==> config.mk <==
export PLATFORM = sky130hd
export DESIGN_NAME = fetch_stage
export DESIGN_NICKNAME = d
export VERILOG_FILES = /design/src/rtl/fetch_stage_pkg.sv /design/src/rtl/fetch_stage_pc_reg.sv /design/src/rtl/fetch_stage.sv
export SDC_FILE = /design/constraint.sdc
export NUM_CORES = 1
export LEC_CHECK = 0
export BUFFER_PORTS_ARGS = -buffer_cell sky130_fd_sc_hd__buf_2
export CAP_MARGIN = 10
export CORE_MARGIN = 2
export CORE_UTILIZATION = 46
export DETAILED_ROUTE_END_ITERATION = 16
export PLACE_DENSITY = 0.78
export SLEW_MARGIN = 20
export SYNTH_ARGS = -nofsm -noshare
export SYNTH_HDL_FRONTEND = slang
export SYNTH_HIERARCHICAL = 1
export SYNTH_SLANG_ARGS = --single-unit
==> constraint.sdc <==
create_clock -name clk -period 4.1 [get_ports clk]
set_clock_uncertainty 0.05 [all_clocks]
set_input_delay 1.23 -clock clk [delete_from_list [all_inputs] [get_ports clk]]
set_output_delay 1.23 -clock clk [all_outputs]
set_load 0.1 [all_outputs]
==> src/rtl/fetch_stage_pkg.sv <==
// Shared opcode constants and fetch-state encoding for the front end.
package fetch_stage_pkg;

  // Opcodes the fetch stage must recognise on its own.
  localparam logic [4:0]  OP_HALT   = 5'b00000;
  localparam logic [4:0]  OP_NOP    = 5'b00001;

  // Bubble instruction: opcode OP_NOP with all other fields zero.
  localparam logic [15:0] NOP_INSTR = {OP_NOP, 11'd0};

  // Fetch controller state encoding (2 bits).
  typedef enum logic [1:0] {
    ST_FETCH  = 2'd0,
    ST_WAIT   = 2'd1,
    ST_HALTED = 2'd2
  } fetch_state_e;

  // True when the instruction word carries the HALT opcode.
  function automatic logic is_halt(input logic [15:0] instr);
    return (instr[15:11] == OP_HALT);
  endfunction

endpackage

==> src/rtl/fetch_stage_pc_reg.sv <==
// Program counter register: 16-bit, load or hold, async active-low reset.
module pc_reg #(
  parameter logic [15:0] RESET_VAL = 16'h0000
) (
  input  logic        clk,
  input  logic        rst_n,
  input  logic        load_i,
  input  logic [15:0] d_i,
  output logic [15:0] q_o
);

  logic [15:0] pc_q;

  // Load a new PC when asked, otherwise keep the current one.
  always_ff @(posedge clk or negedge rst_n) begin
    if (!rst_n) begin
      pc_q <= RESET_VAL;
    end else if (load_i) begin
      pc_q <= d_i;
    end else begin
      pc_q <= pc_q;
    end
  end

  assign q_o = pc_q;

endmodule

==> src/rtl/fetch_stage.sv <==
// Instruction fetch stage: PC sequencing, memory handshake, one-entry skid
// buffer for data returning under stall, HALT detection and redirect flush.
module fetch_stage
  import fetch_stage_pkg::*;
#(
  parameter logic [15:0] RESET_PC  = 16'h0000,
  parameter logic [15:0] NOP_INSTR = fetch_stage_pkg::NOP_INSTR
) (
  input  logic        clk,
  input  logic        rst_n,
  input  logic        stall,
  input  logic        redirect,
  input  logic [15:0] redirect_pc,
  output logic        imem_req,
  output logic [15:0] imem_addr,
  input  logic [15:0] imem_rdata,
  input  logic        imem_ready,
  output logic [15:0] ifid_instr,
  output logic [4:0]  ifid_opcode,
  output logic [15:0] ifid_pc_plus2,
  output logic        ifid_valid,
  output logic        halted
);

  fetch_state_e state_q;
  logic [15:0]  ifid_instr_q;
  logic [15:0]  ifid_pc_plus2_q;
  logic         ifid_valid_q;
  logic         halted_q;
  logic         skid_valid_q;
  logic [15:0]  skid_data_q;
  // Low for one cycle after reset release and after a redirect that
  // cancels a WAIT, so the memory sees a clean idle cycle.
  logic         req_gate_q;

  logic [15:0]  pc_q;
  logic [15:0]  pc_d;
  logic         pc_load_s;
  logic [15:0]  pc_plus2_s;

  logic         fetch_req_s;
  logic         complete_s;
  logic         capture_s;
  logic         deliver_skid_s;
  logic         deliver_mem_s;
  logic         deliver_s;
  logic [15:0]  deliver_instr_s;
  logic         deliver_halt_s;

  pc_reg #(
    .RESET_VAL(RESET_PC)
  ) u_pc_reg (
    .clk   (clk),
    .rst_n (rst_n),
    .load_i(pc_load_s),
    .d_i   (pc_d),
    .q_o   (pc_q)
  );

  assign pc_plus2_s = pc_q + 16'd2;

  // Request generation and delivery decode for the current cycle.
  always_comb begin
    fetch_req_s     = 1'b0;
    complete_s      = 1'b0;
    capture_s       = 1'b0;
    deliver_skid_s  = 1'b0;
    deliver_mem_s   = 1'b0;
    deliver_s       = 1'b0;
    deliver_instr_s = NOP_INSTR;
    deliver_halt_s  = 1'b0;

    case (state_q)
      ST_FETCH:  fetch_req_s = req_gate_q && !stall && !skid_valid_q;
      ST_WAIT:   fetch_req_s = req_gate_q;
      ST_HALTED: fetch_req_s = 1'b0;
      default:   fetch_req_s = 1'b0;
    endcase

    complete_s     = fetch_req_s && imem_ready;
    capture_s      = complete_s && stall;
    deliver_skid_s = skid_valid_q && !stall;
    deliver_mem_s  = complete_s && !stall;
    deliver_s      = deliver_skid_s || deliver_mem_s;

    if (deliver_skid_s) begin
      deliver_instr_s = skid_data_q;
    end else if (deliver_mem_s) begin
      deliver_instr_s = imem_rdata;
    end else begin
      deliver_instr_s = NOP_INSTR;
    end

    deliver_halt_s = deliver_s && is_halt(deliver_instr_s);
  end

  // Next PC: redirect wins, otherwise advance on any non-HALT delivery.
  always_comb begin
    pc_load_s = 1'b0;
    pc_d      = pc_q;
    if (redirect) begin
      pc_load_s = 1'b1;
      pc_d      = {redirect_pc[15:1], 1'b0};
    end else if (deliver_s && !deliver_halt_s) begin
      pc_load_s = 1'b1;
      pc_d      = pc_plus2_s;
    end else begin
      pc_load_s = 1'b0;
      pc_d      = pc_q;
    end
  end

  // Fetch FSM with IF/ID, skid buffer and halt flag as registered outputs.
  always_ff @(posedge clk or negedge rst_n) begin
    if (!rst_n) begin
      state_q         <= ST_FETCH;
      ifid_instr_q    <= NOP_INSTR;
      ifid_pc_plus2_q <= 16'h0000;
      ifid_valid_q    <= 1'b0;
      halted_q        <= 1'b0;
      skid_valid_q    <= 1'b0;
      skid_data_q     <= NOP_INSTR;
      req_gate_q      <= 1'b0;
    end else begin
      req_gate_q <= !(redirect && (state_q == ST_WAIT));

      if (redirect) begin
        state_q      <= ST_FETCH;
        ifid_instr_q <= NOP_INSTR;
        ifid_valid_q <= 1'b0;
        halted_q     <= 1'b0;
        skid_valid_q <= 1'b0;
      end else begin
        // Skid buffer: fill on stalled completion, empty when drained.
        if (capture_s) begin
          skid_valid_q <= 1'b1;
          skid_data_q  <= imem_rdata;
        end else if (deliver_skid_s) begin
          skid_valid_q <= 1'b0;
        end else begin
          skid_valid_q <= skid_valid_q;
        end

        // IF/ID moves only when the downstream stage is not stalled.
        if (!stall) begin
          if (deliver_s) begin
            ifid_instr_q    <= deliver_instr_s;
            ifid_pc_plus2_q <= pc_plus2_s;
            ifid_valid_q    <= 1'b1;
          end else begin
            ifid_instr_q    <= NOP_INSTR;
            ifid_valid_q    <= 1'b0;
          end
        end else begin
          ifid_instr_q <= ifid_instr_q;
          ifid_valid_q <= ifid_valid_q;
        end

        case (state_q)
          ST_FETCH: begin
            if (deliver_halt_s) begin
              state_q  <= ST_HALTED;
              halted_q <= 1'b1;
            end else if (fetch_req_s && !imem_ready) begin
              state_q <= ST_WAIT;
            end else begin
              state_q <= ST_FETCH;
            end
          end
          ST_WAIT: begin
            if (deliver_halt_s) begin
              state_q  <= ST_HALTED;
              halted_q <= 1'b1;
            end else if (complete_s) begin
              state_q <= ST_FETCH;
            end else begin
              state_q <= ST_WAIT;
            end
          end
          ST_HALTED: begin
            state_q <= ST_HALTED;
          end
          default: begin
            state_q <= ST_FETCH;
          end
        endcase
      end
    end
  end

  assign imem_req      = fetch_req_s;
  assign imem_addr     = pc_q;
  assign ifid_instr    = ifid_instr_q;
  assign ifid_opcode   = ifid_instr_q[15:11];
  assign ifid_pc_plus2 = ifid_pc_plus2_q;
  assign ifid_valid    = ifid_valid_q;
  assign halted        = halted_q;

endmodule

## Word level (Yosys, flattened, before mapping)

Cells that the tools add are included.

| storage, ports and cells | value |
|---|---|
| output and inout bits | 56 |
| input bits | 37 |
| bits in registers | 70 |
| logic and storage cells | 67 |

| cells by class | value |
|---|---|
| eq/ne operators | 3 |
| bitwise logic cells | 2 |
| reduce and logical (&&, ||, !) cells | 27 |
| mux-type cells | 25 |
| add/subtract/negate cells | 1 |

Operators with widths:

| operator | number |
|---|---|
| two-way mux 16 bit | 7 |
| adder 16 x 2 -> 16 bit (second input constant) | 1 |
| two-way mux 1 bit | 13 |
| logical AND 1 bit | 10 |
| two-way mux 2 bit | 3 |
| case mux 2 bit (3 select lines) | 1 |
| AND reduction 2 bit | 3 |
| nonzero test 2 bit | 3 |
| zero test 1 bit | 5 |
| zero test 5 bit | 1 |
| AND reduction 3 bit | 1 |
| nonzero test 3 bit | 1 |
| == test 2 x 1 -> 1 bit (second input constant) | 1 |
| == test 2 bit (second input constant) | 1 |
| zero test 2 bit | 1 |
| != test 2 x 1 -> 1 bit (second input constant) | 1 |
| NOT 1 bit | 2 |
| case mux 1 bit (2 select lines) | 1 |
| OR reduction 2 bit | 1 |
| logical OR 1 bit | 1 |

## Depth between registers and ports, before layout

Gate-level depths: netlist of the first run.

| depth | value |
|---|---|
| depth in word-level cells | 15 |
| depth in mapped cells | 9 |
| depth with buffers taken out | 6 |

## Modules after synthesis

Netlist of the first run, hierarchy kept.

Modules (own cells, without submodules):

| module | cells each | seq. area each (um2) | area each (um2) | instances |
|---|---|---|---|---|
| fetch_stage | 372 | 1353.8 | 3337.0 | 1 |
| pc_reg | 34 | 400.4 | 649.4 | 1 |

## Worst setup path after synthesis of the first run

No wires, ideal clock.

| timing path | value |
|---|---|
| kind | input port to output port |
| start | in stall |
| end | out imem_req |
| data arrival time | 2289 ps |
| data required time | 2820 ps |
| stages on the path | 2 |
| buffers on the path | 0 |
| setup slack | 531 ps |
| path through | nor2_1 o21a_1 |

| on the way | value |
|---|---|
| longest elaborated chain between the ends | 4 |

RTL lines:

| element | line | text |
|---|---|---|
| start: declaration | fetch_stage.sv:11 | `input logic stall,` |
| zero test 1 bit | -- |  |
| logical AND 1 bit (2 in a row) | fetch_stage.sv:74 | `ST_FETCH: fetch_req_s = req_gate_q && !stall && !skid_valid_q;` |
| case mux 1 bit (2 select lines) | fetch_stage.sv:73 | `case (state_q)` |
| end: declaration | fetch_stage.sv:14 | `output logic imem_req,` |

No other way between the ends.

## Final worst setup path of the first run

Ends and elaborated chain as after synthesis.

==> summary.md, run 1 <==
| Metric | Value |
|---|---|
| Half-perimeter wire length after detailed placement | 7.099 mm |
| Sequential fraction of design power | 32.5% |
| Pwr Total | 3.192 mW |
| Worst Slack Setup Final | 0.6073 ns |
| Number of gates given a new drive strength after cts | 0 |
| Area fraction in and, or, nand and nor cells after synthesis | 20.12% |
| Adder-Cell Fraction of Synth Area | 0.3139% |
| Number of distinct library cell variants in the gate-level netlist after synthesis | 58 |
| Number of core rows | 33 |
| Maxcap violations | 0 |
| CTS Buf Count | 9 |
| Initial antenna violation count | 0 |
| GR Overflow Total | 0 |
| Crit share post-route | 85.19% |
| Mapped Area | 3986 sq um |
| Clock-pin slew on the worst setup and hold paths | 0.07 ns |
| Core region area | 8299 sq um |
| Number of failing setup endpoints in the final timing report | 0 |
| Most frequent cells in the layout | sky130_fd_sc_hd__buf_2 (91), sky130_fd_sc_hd__dfrtp_1 (68), sky130_fd_sc_hd__nand2_1 (41) |
| Total negative setup slack | 0 ns |
| Share of the synthesized area in the top cell type | 42.69% |
| Die outline width | 97.09 um |
| H-tree levels | 3 |
| Final wirelength | 10.38 mm |
| Number of global-route vias before repair | 3,480 |
| Per-cell via count in the routed design | 5.932 |
| Maximum fanout encountered on the critical timing path | 13 |
| Total of hold buffers inserted after clock tree synthesis | 0 |
| Synthesized-area fraction occupied by ao, oa, aoi and oai cells | 15.47% |
| Worst EP arrival | 2.21 ns |
| R2r setup slk | 1.48 ns |
| Max-Slew Margin vs Limit | 48.54% |
| Area contributors post-synth | sky130_fd_sc_hd__dfrtp_1 (43%), sky130_fd_sc_hd__mux2_2 (6.2%), sky130_fd_sc_hd__nand2_1 (3.9%) |
| Element type at the critical path start | primary input |
| Post-CTS Setup Inserts | 0 |
| Number of warning messages in the yosys log | 6 |
| Wire length of the first global-routing pass | 17.05 mm |
| Sequential-to-total area share from yosys stat | 44.01% |
| Share of cells above drive strength 1 | 33.26% |
| Post-Synthesis Cells | 406 |
| Dpl ws | 0.6226 ns |
| Initial Util | 48.03% |
| Highest Clock Rate | 286.3 MHz |
| Residual DRC | 0 |
| Largest net degree at the start of global routing | 38 |
| Most frequent cell on the critical path | sky130_fd_sc_hd__buf_2 |
| Slew at the pin closest to its max-slew limit | 0.7719 ns |
| Syn avg cell area | 9.819 sq um |
| Buffers on Ports | 91 |
| Total count of max-transition violations in the final report | 0 |
| Category of the most critical setup path | in2out |
| Clock latency on the worst-skew pair | 0.36 ns |
| Max incr delay on CP | 0.45 ns |
| Final Hold Fails | 0 |
| Number of DRC violations after detailed-routing iteration 0 | 228 |
| Dominant combinational cell family by area after synthesis | simple AND/OR/NAND/NOR gates |
| Number of enable-type register cells in the synthesized netlist | 0 |
| Maximum vdd ir drop | 0.0003154 V |
| Root Buffer Master | sky130_fd_sc_hd__clkbuf_8 |
| Mean routed wirelength per cell | 17.62 um |
| Internal power of the cells | 1.548 mW |
| Number of placed instances with taps included | 573 |
| Minimum clock period after layout | 3.493 ns |
| Chip Height | 97.09 um |
| Net switching share of the total power | 51.48% |
| Power per cell area | 682.1 nW/um^2 |
| CP Data Required Time | 2.82 ns |
| Share of flip-flops with an asynchronous set or reset after synthesis | 100.0% |
| DR pass1 iterations | 5 |
| List of cells traversed by the critical path | buf_2 > nor2_1 > o21a_1 > buf_2 |
| Top_reg_cell synth | sky130_fd_sc_hd__dfrtp_1 |
| Post-layout instance count excluding filler cells | 589 |
| Longest Clk Path Bufs | 2 |
| # IOs | 93 |
| Vias | 3,494 |
| Setup repair after global routing missed its margin | no |
| Die Outline Area | 9426 sq um |
| Most common cell after layout, fill and taps aside | sky130_fd_sc_hd__buf_2 |
| Cell accounting for the most synthesized area | sky130_fd_sc_hd__dfrtp_1 |
| Leak Pwr | 2.057 nW |
| # nets final | 517 |
| Multiplexer fraction of the synthesized cell area | 11.99% |
| Sw power | 1.643 mW |
| Synthesized-area fraction occupied by xor and xnor cells | 2.856% |
| Class of the tightest hold or removal check | reg2reg |
| Total nets after synthesis | 444 |
| Util after Layout | 56.38% |
| Filler cells | 753 |
| Remaining antenna violation count | 0 |
| Critical Path Slowest Stage Cell | sky130_fd_sc_hd__buf_2 |
| Kind of end point of the critical path | primary output |
| Routability Congestion | 0.8574 |
| Overall routing resource usage | 22.09% |
| Number of diodes | 0 |
| TritonCTS Sinks | 70 |
| Total of flip-flops plus latches after synthesis | 70 |
| Power share of the combinational group | 47.6% |
| Syn-to-layout area delta | 17.39% |
| Clk pwr share | 19.9% |
| Result of the run | completed |
| Clock tree from TritonCTS | built |
-- sequential cells by signal, indices dropped and copies added, names as in the netlist --
name           flops
state_q            2
skid_valid_q       1
halted             1
ifid_pc_plus2     16
req_gate_q         1
u_pc_reg/q_o      16
skid_data_q       16
ifid_instr        16
ifid_valid         1
-- Yosys cell counts, types with 4 or more instances --
cell type / number
sky130_fd_sc_hd__a211oi_1: 4
sky130_fd_sc_hd__a21oi_1: 7
sky130_fd_sc_hd__a221oi_1: 9
sky130_fd_sc_hd__buf_2: 4
sky130_fd_sc_hd__buf_4: 5
sky130_fd_sc_hd__clkbuf_1: 23
sky130_fd_sc_hd__dfrtp_1: 68
sky130_fd_sc_hd__inv_1: 4
sky130_fd_sc_hd__mux2_2: 22
sky130_fd_sc_hd__mux2_4: 10
sky130_fd_sc_hd__mux2i_1: 8
sky130_fd_sc_hd__nand2_1: 41
sky130_fd_sc_hd__nand2b_1: 6
sky130_fd_sc_hd__nand3_1: 25
sky130_fd_sc_hd__nand4_1: 4
sky130_fd_sc_hd__nor2_1: 24
sky130_fd_sc_hd__nor2b_1: 12
sky130_fd_sc_hd__nor3_1: 11
sky130_fd_sc_hd__nor3b_1: 6
sky130_fd_sc_hd__nor4_1: 5
sky130_fd_sc_hd__o2111ai_1: 10
sky130_fd_sc_hd__o211ai_1: 10
sky130_fd_sc_hd__o21ai_0: 26
sky130_fd_sc_hd__or4_1: 4
sky130_fd_sc_hd__xnor2_1: 12
-- final timing paths --
| kind | to | cells after the start | from |
|---|---|---|---|
| min | ifid_valid | 2 | ifid_valid |
| max in group asynchronous | skid_data_q[11] | 2 | rst_n |
| min reg2reg | ifid_valid | 2 | ifid_valid |
| max reg2reg | u_pc_reg/q_o[15] | 6 | u_pc_reg/q_o[1] |
| min in group asynchronous | skid_data_q[5] | 1 | rst_n |
| max | imem_req | 4 | stall |
-- power by group through the flow --
stage	Clock (mW)	Combinational, mW	Sequential [mW]
2_1_floorplan	0	0.493	1.79
3_3_place_gp	0	1.50	1.03
3_5_place_dp	0	1.52	1.04
4_1_cts	0.644	1.52	1.03
5_1_grt	0.671	1.59	1.06
6_report	0.635	1.52	1.04
-- stage by stage --
stage | hold WS (ns) | cell area, sq um
detailed placement | 0.4100 | 4458
global placement | 0.4071 | 4458
floorplan | 0.4291 | 3986
global route | 0.4603 | 4679
CTS | 0.4284 | 4679
finish | 0.4218 | 4679
-- cells by family after synthesis --
logic type,after synthesis
AO/OA/AOI/OAI,87
XOR/XNOR,13
adder cells (fa/ha/maj),1
buffers and inverters,41
flip-flops,70
multiplexers,40
AND/OR/NAND/NOR,154
-- critical path, delay by kind of cell --
family / cells / cell delay (ns)
AOI/OAI and AO/OA: 1 / 0.19
buffers and inverters: 2 / 0.63
and+or+nand+nor: 1 / 0.15
-- routing by layer --
layer	up-vias	GRT usage [%]	share of wire (%)	routed length (um)
li1	1640	-	-	-
met1	1693	29.28	44	4520
met2	142	35.79	48	4980
met3	19	3.669	6.2	640
met4	0	9.751	2.3	238
met5	-	0	0	0
-- area by class of cell --
type                    instances  area (sq um)  area share, %
well taps                     105         131.4          2.807
clock buffers                  10         127.6          2.727
repair buffers                 99         528.0          11.28
multi-input cells             295          2029          43.37
inverters                       4         15.01         0.3209
clock inverters                 6         93.84          2.005
flip-flops and latches         70          1754          37.49
(Power assumes the default switching activity.)
==> run 2: changes to the inputs <==
Settings changed: CORE_UTILIZATION 46 to 39, PLACE_DENSITY 0.78 to 0.7, SYNTH_HIERARCHICAL 1 to unset.
Clock period 4.1 ns to 4.5 ns, I/O delays scaled along.
==> run 2 against run 1 <==
Net effect: worst setup slack improved by 0.033 ns; global-route usage decreased by 3.8 points; critical endpoint unchanged; combinational power decreased by 40%; design area decreased by 8.5%; synthesized cell count decreased by 12%; final cell count decreased by 7.1%; routed wire length decreased by 13%; synthesized area decreased by 9.4%; register-to-register slack improved by 0.75 ns; first-iteration DRC count increased by 53%; critical path depth unchanged.
==> summary.md, run 2 <==
| Metric | Value |
|---|---|
| Syn avg cell area | 10.12 sq um |
| Number of placed instances with taps included | 531 |
| Number of diodes | 0 |
| Worst EP arrival | 2.46 ns |
| Die Outline Area | 10,050 sq um |
| Minimum clock period after layout | 3.860 ns |
| Pwr Total | 2.243 mW |
| Top_reg_cell synth | sky130_fd_sc_hd__dfrtp_1 |
| Slew at the pin closest to its max-slew limit | 0.8731 ns |
| Class of the tightest hold or removal check | reg2reg |
| Final Hold Fails | 0 |
| Post-Synthesis Cells | 357 |
| Clock-pin slew on the worst setup and hold paths | 0.07 ns |
| Combined buffer and inverter count along the critical path | 2 |
| Residual DRC | 0 |
| Core region area | 9109 sq um |
| Critical Path Slowest Stage Cell | sky130_fd_sc_hd__buf_2 |
| Sequential-to-total area share from yosys stat | 47.18% |
| Most frequent cell on the critical path | sky130_fd_sc_hd__buf_2 |
| List of cells traversed by the critical path | buf_2 > o21bai_1 > and3b_1 > buf_2 |
| Largest delay contributor family on the critical path | buffers and inverters |
| Number of core rows | 35 |
| Top sig layer | met4 |
| Number of warning messages in the yosys log | 0 |
| Crit share post-route | 85.78% |
| GR Overflow Total | 0 |
| Element type at the critical path start | primary input |
| Total length of routed met3 wires | 524 um |
| Origin of the critical flop-to-flop path | skid_valid_q |
| Category of the most critical setup path | in2out |
| Total of flip-flops plus latches after synthesis | 68 |
| Post-CTS Setup Inserts | 0 |
| DR pass1 iterations | 4 |
| # IOs | 93 |
| Number of global-route vias before repair | 2,891 |
| Number of gates given a new drive strength after cts | 0 |
| Mean routed wirelength per cell | 16.46 um |
| Result of the run | completed |
| Max incr delay on CP | 0.45 ns |
| Half-perimeter wire length after detailed placement | 6.271 mm |
| Wire length of the first global-routing pass | 14.55 mm |
| Most frequent cells in the layout | sky130_fd_sc_hd__buf_2 (89), sky130_fd_sc_hd__dfrtp_1 (66), sky130_fd_sc_hd__nand2_1 (33) |
| Clock tree from TritonCTS | built |
| Setup repair after global routing missed its margin | no |
| Max-Slew Margin vs Limit | 41.79% |
| Total negative setup slack | 0 ns |
| M1 wire length | 3.946 mm |
| Routability Congestion | 0.8264 |
| Post-layout instance count excluding filler cells | 547 |
| Vias | 2,989 |
| Final wirelength | 9.001 mm |
| # nets final | 469 |
| Chip Height | 100.2 um |
| TritonCTS Sinks | 68 |
| Overall routing resource usage | 18.24% |
| H-tree levels | 3 |
| Remaining antenna violation count | 0 |
| Initial antenna violation count | 0 |
| Most common cell after layout, fill and taps aside | sky130_fd_sc_hd__buf_2 |
| Die outline width | 100.2 um |
| Most common cell in the netlist | sky130_fd_sc_hd__dfrtp_1 |
| R2r setup slk | 2.23 ns |
| Number of distinct library cell variants in the gate-level netlist after synthesis | 54 |
| Number of failing setup endpoints in the final timing report | 0 |
| Number of DRC violations after detailed-routing iteration 0 | 349 |
| Largest net degree at the start of global routing | 69 |
| Mapped Area | 3612 sq um |
| Maximum fanout encountered on the critical timing path | 23 |
| Number of enable-type register cells in the synthesized netlist | 0 |
| Highest Clock Rate | 259.1 MHz |
| Logic depth of the worst path, buffers included | 4 |
| Initial Util | 39.66% |
| Share of flip-flops with an asynchronous set or reset after synthesis | 100.0% |
| R2r endpoint | u_pc_reg.q_o[15] |
| Syn-to-layout area delta | 18.57% |
| Maxcap violations | 0 |
| Power per cell area | 523.7 nW/um^2 |
| Total met2 wirelength after detailed routing | 4.361 mm |
| Launch instance of the worst min-delay path | ifid_valid |
| Share of cells above drive strength 1 | 32.11% |
| Area contributors post-synth | sky130_fd_sc_hd__dfrtp_1 (46%), sky130_fd_sc_hd__mux2_2 (5.0%), sky130_fd_sc_hd__mux2i_1 (3.9%) |
| Per-cell via count in the routed design | 5.464 |
| Total of hold buffers inserted after clock tree synthesis | 0 |
| Kind of end point of the critical path | primary output |
| Cell accounting for the most synthesized area | sky130_fd_sc_hd__dfrtp_1 |
| Leak Pwr | 1.902 nW |
| Buffers on Ports | 89 |
| Maximum vdd ir drop | 0.0002155 V |
| Hold Crit Endpoint | ifid_valid |
| Top cells by instance count after synthesis | sky130_fd_sc_hd__dfrtp_1 (66), sky130_fd_sc_hd__nand2_1 (33), sky130_fd_sc_hd__o21ai_0 (23) |
| Root Buffer Master | sky130_fd_sc_hd__clkbuf_8 |
| Clock latency on the worst-skew pair | 0.34 ns |
| Total count of max-transition violations in the final report | 0 |
| CTS Buf Count | 9 |
| Number of instances on the worst hold path | 2 |
| CP Data Required Time | 3.10 ns |
| Longest Clk Path Bufs | 2 |
| Worst R2R Path Depth | 5 |
| Share of the synthesized area in the top cell type | 45.72% |
[run 2: cell count changes in the layout (fill, tap and decap cells not counted), sizes merged, moves of 4 or more]
cell and delta:
a21oi -6, nand3 -10, o2111ai -4, a221oi -4
mux2i +6, nor2 -10, or4 -5, mux2 -16
nand2 -8
[run 2: area by class of cell]
type / instances / area (sq um)
inverter: 2 / 7.507
fill: 883 / 4826
multi-input combinational: 254 / 1735
sequential: 68 / 1704
timing repair buffer: 96 / 498.0
clock inverter: 7 / 75.07
tap: 111 / 138.9
clock buffer: 9 / 123.9
[run 2: tightest hold or removal path, delay by kind of cell, from the launching register on]
kind	cells	cell delay, ns
AND/OR/NAND/NOR	2	0.10
flip-flops	1	0.34
[run 2: layer usage]
metal	up-vias	track usage [%]
met5	-	0
met4	0	7.165
met3	15	3.273
met2	85	28.45
met1	1434	25.27
li1	1455	-
[run 2: report_power, final]
group          leakage (nW)  switching, mW  internal (mW)
logic                 0.979          0.730          0.186
clock network        0.0918          0.248          0.257
registers             0.830         0.0961          0.725
[run 2: worst max path at each step]
stage | startpoint | to | slack (ns)
after floorplan | stall | imem_req | 1.07
after global placement | stall | skid_data_q[9] | 0.61
after detailed placement | stall | skid_data_q[4] | 0.51
after CTS | stall | imem_req | 0.64
after global routing | stall | imem_req | 0.57
final | stall | imem_req | 0.64
[run 2: cells by family (layout without fill, tap and decap cells)]
family / Yosys count / count (layout) / share of synthesized area [%]
fa+ha+maj: 1 / 1 / 0.3463
buf+inv: 36 / 114 / 5.057
compound gates: 83 / 83 / 16.87
flops: 68 / 68 / 47.18
mux: 30 / 30 / 8.867
other cells: 1 / 2 / 0.1038
simple gates: 126 / 126 / 18.67
xor+xnor: 12 / 12 / 2.910
[run 2: stage by stage]
step / worst slack [ns] / util (%) / instance area, sq um / hold slack, ns
floorplan: 1.066 / - / 3616 / 0.4292
CTS: 0.6429 / 47.02 / 4283 / 0.4310
finish: 0.6400 / 47.02 / 4283 / 0.4247
global route: 0.5748 / 47.02 / 4283 / 0.4505
global placement: 0.6098 / 44.84 / 4084 / 0.4069
detailed placement: 0.5130 / 44.84 / 4084 / 0.4142
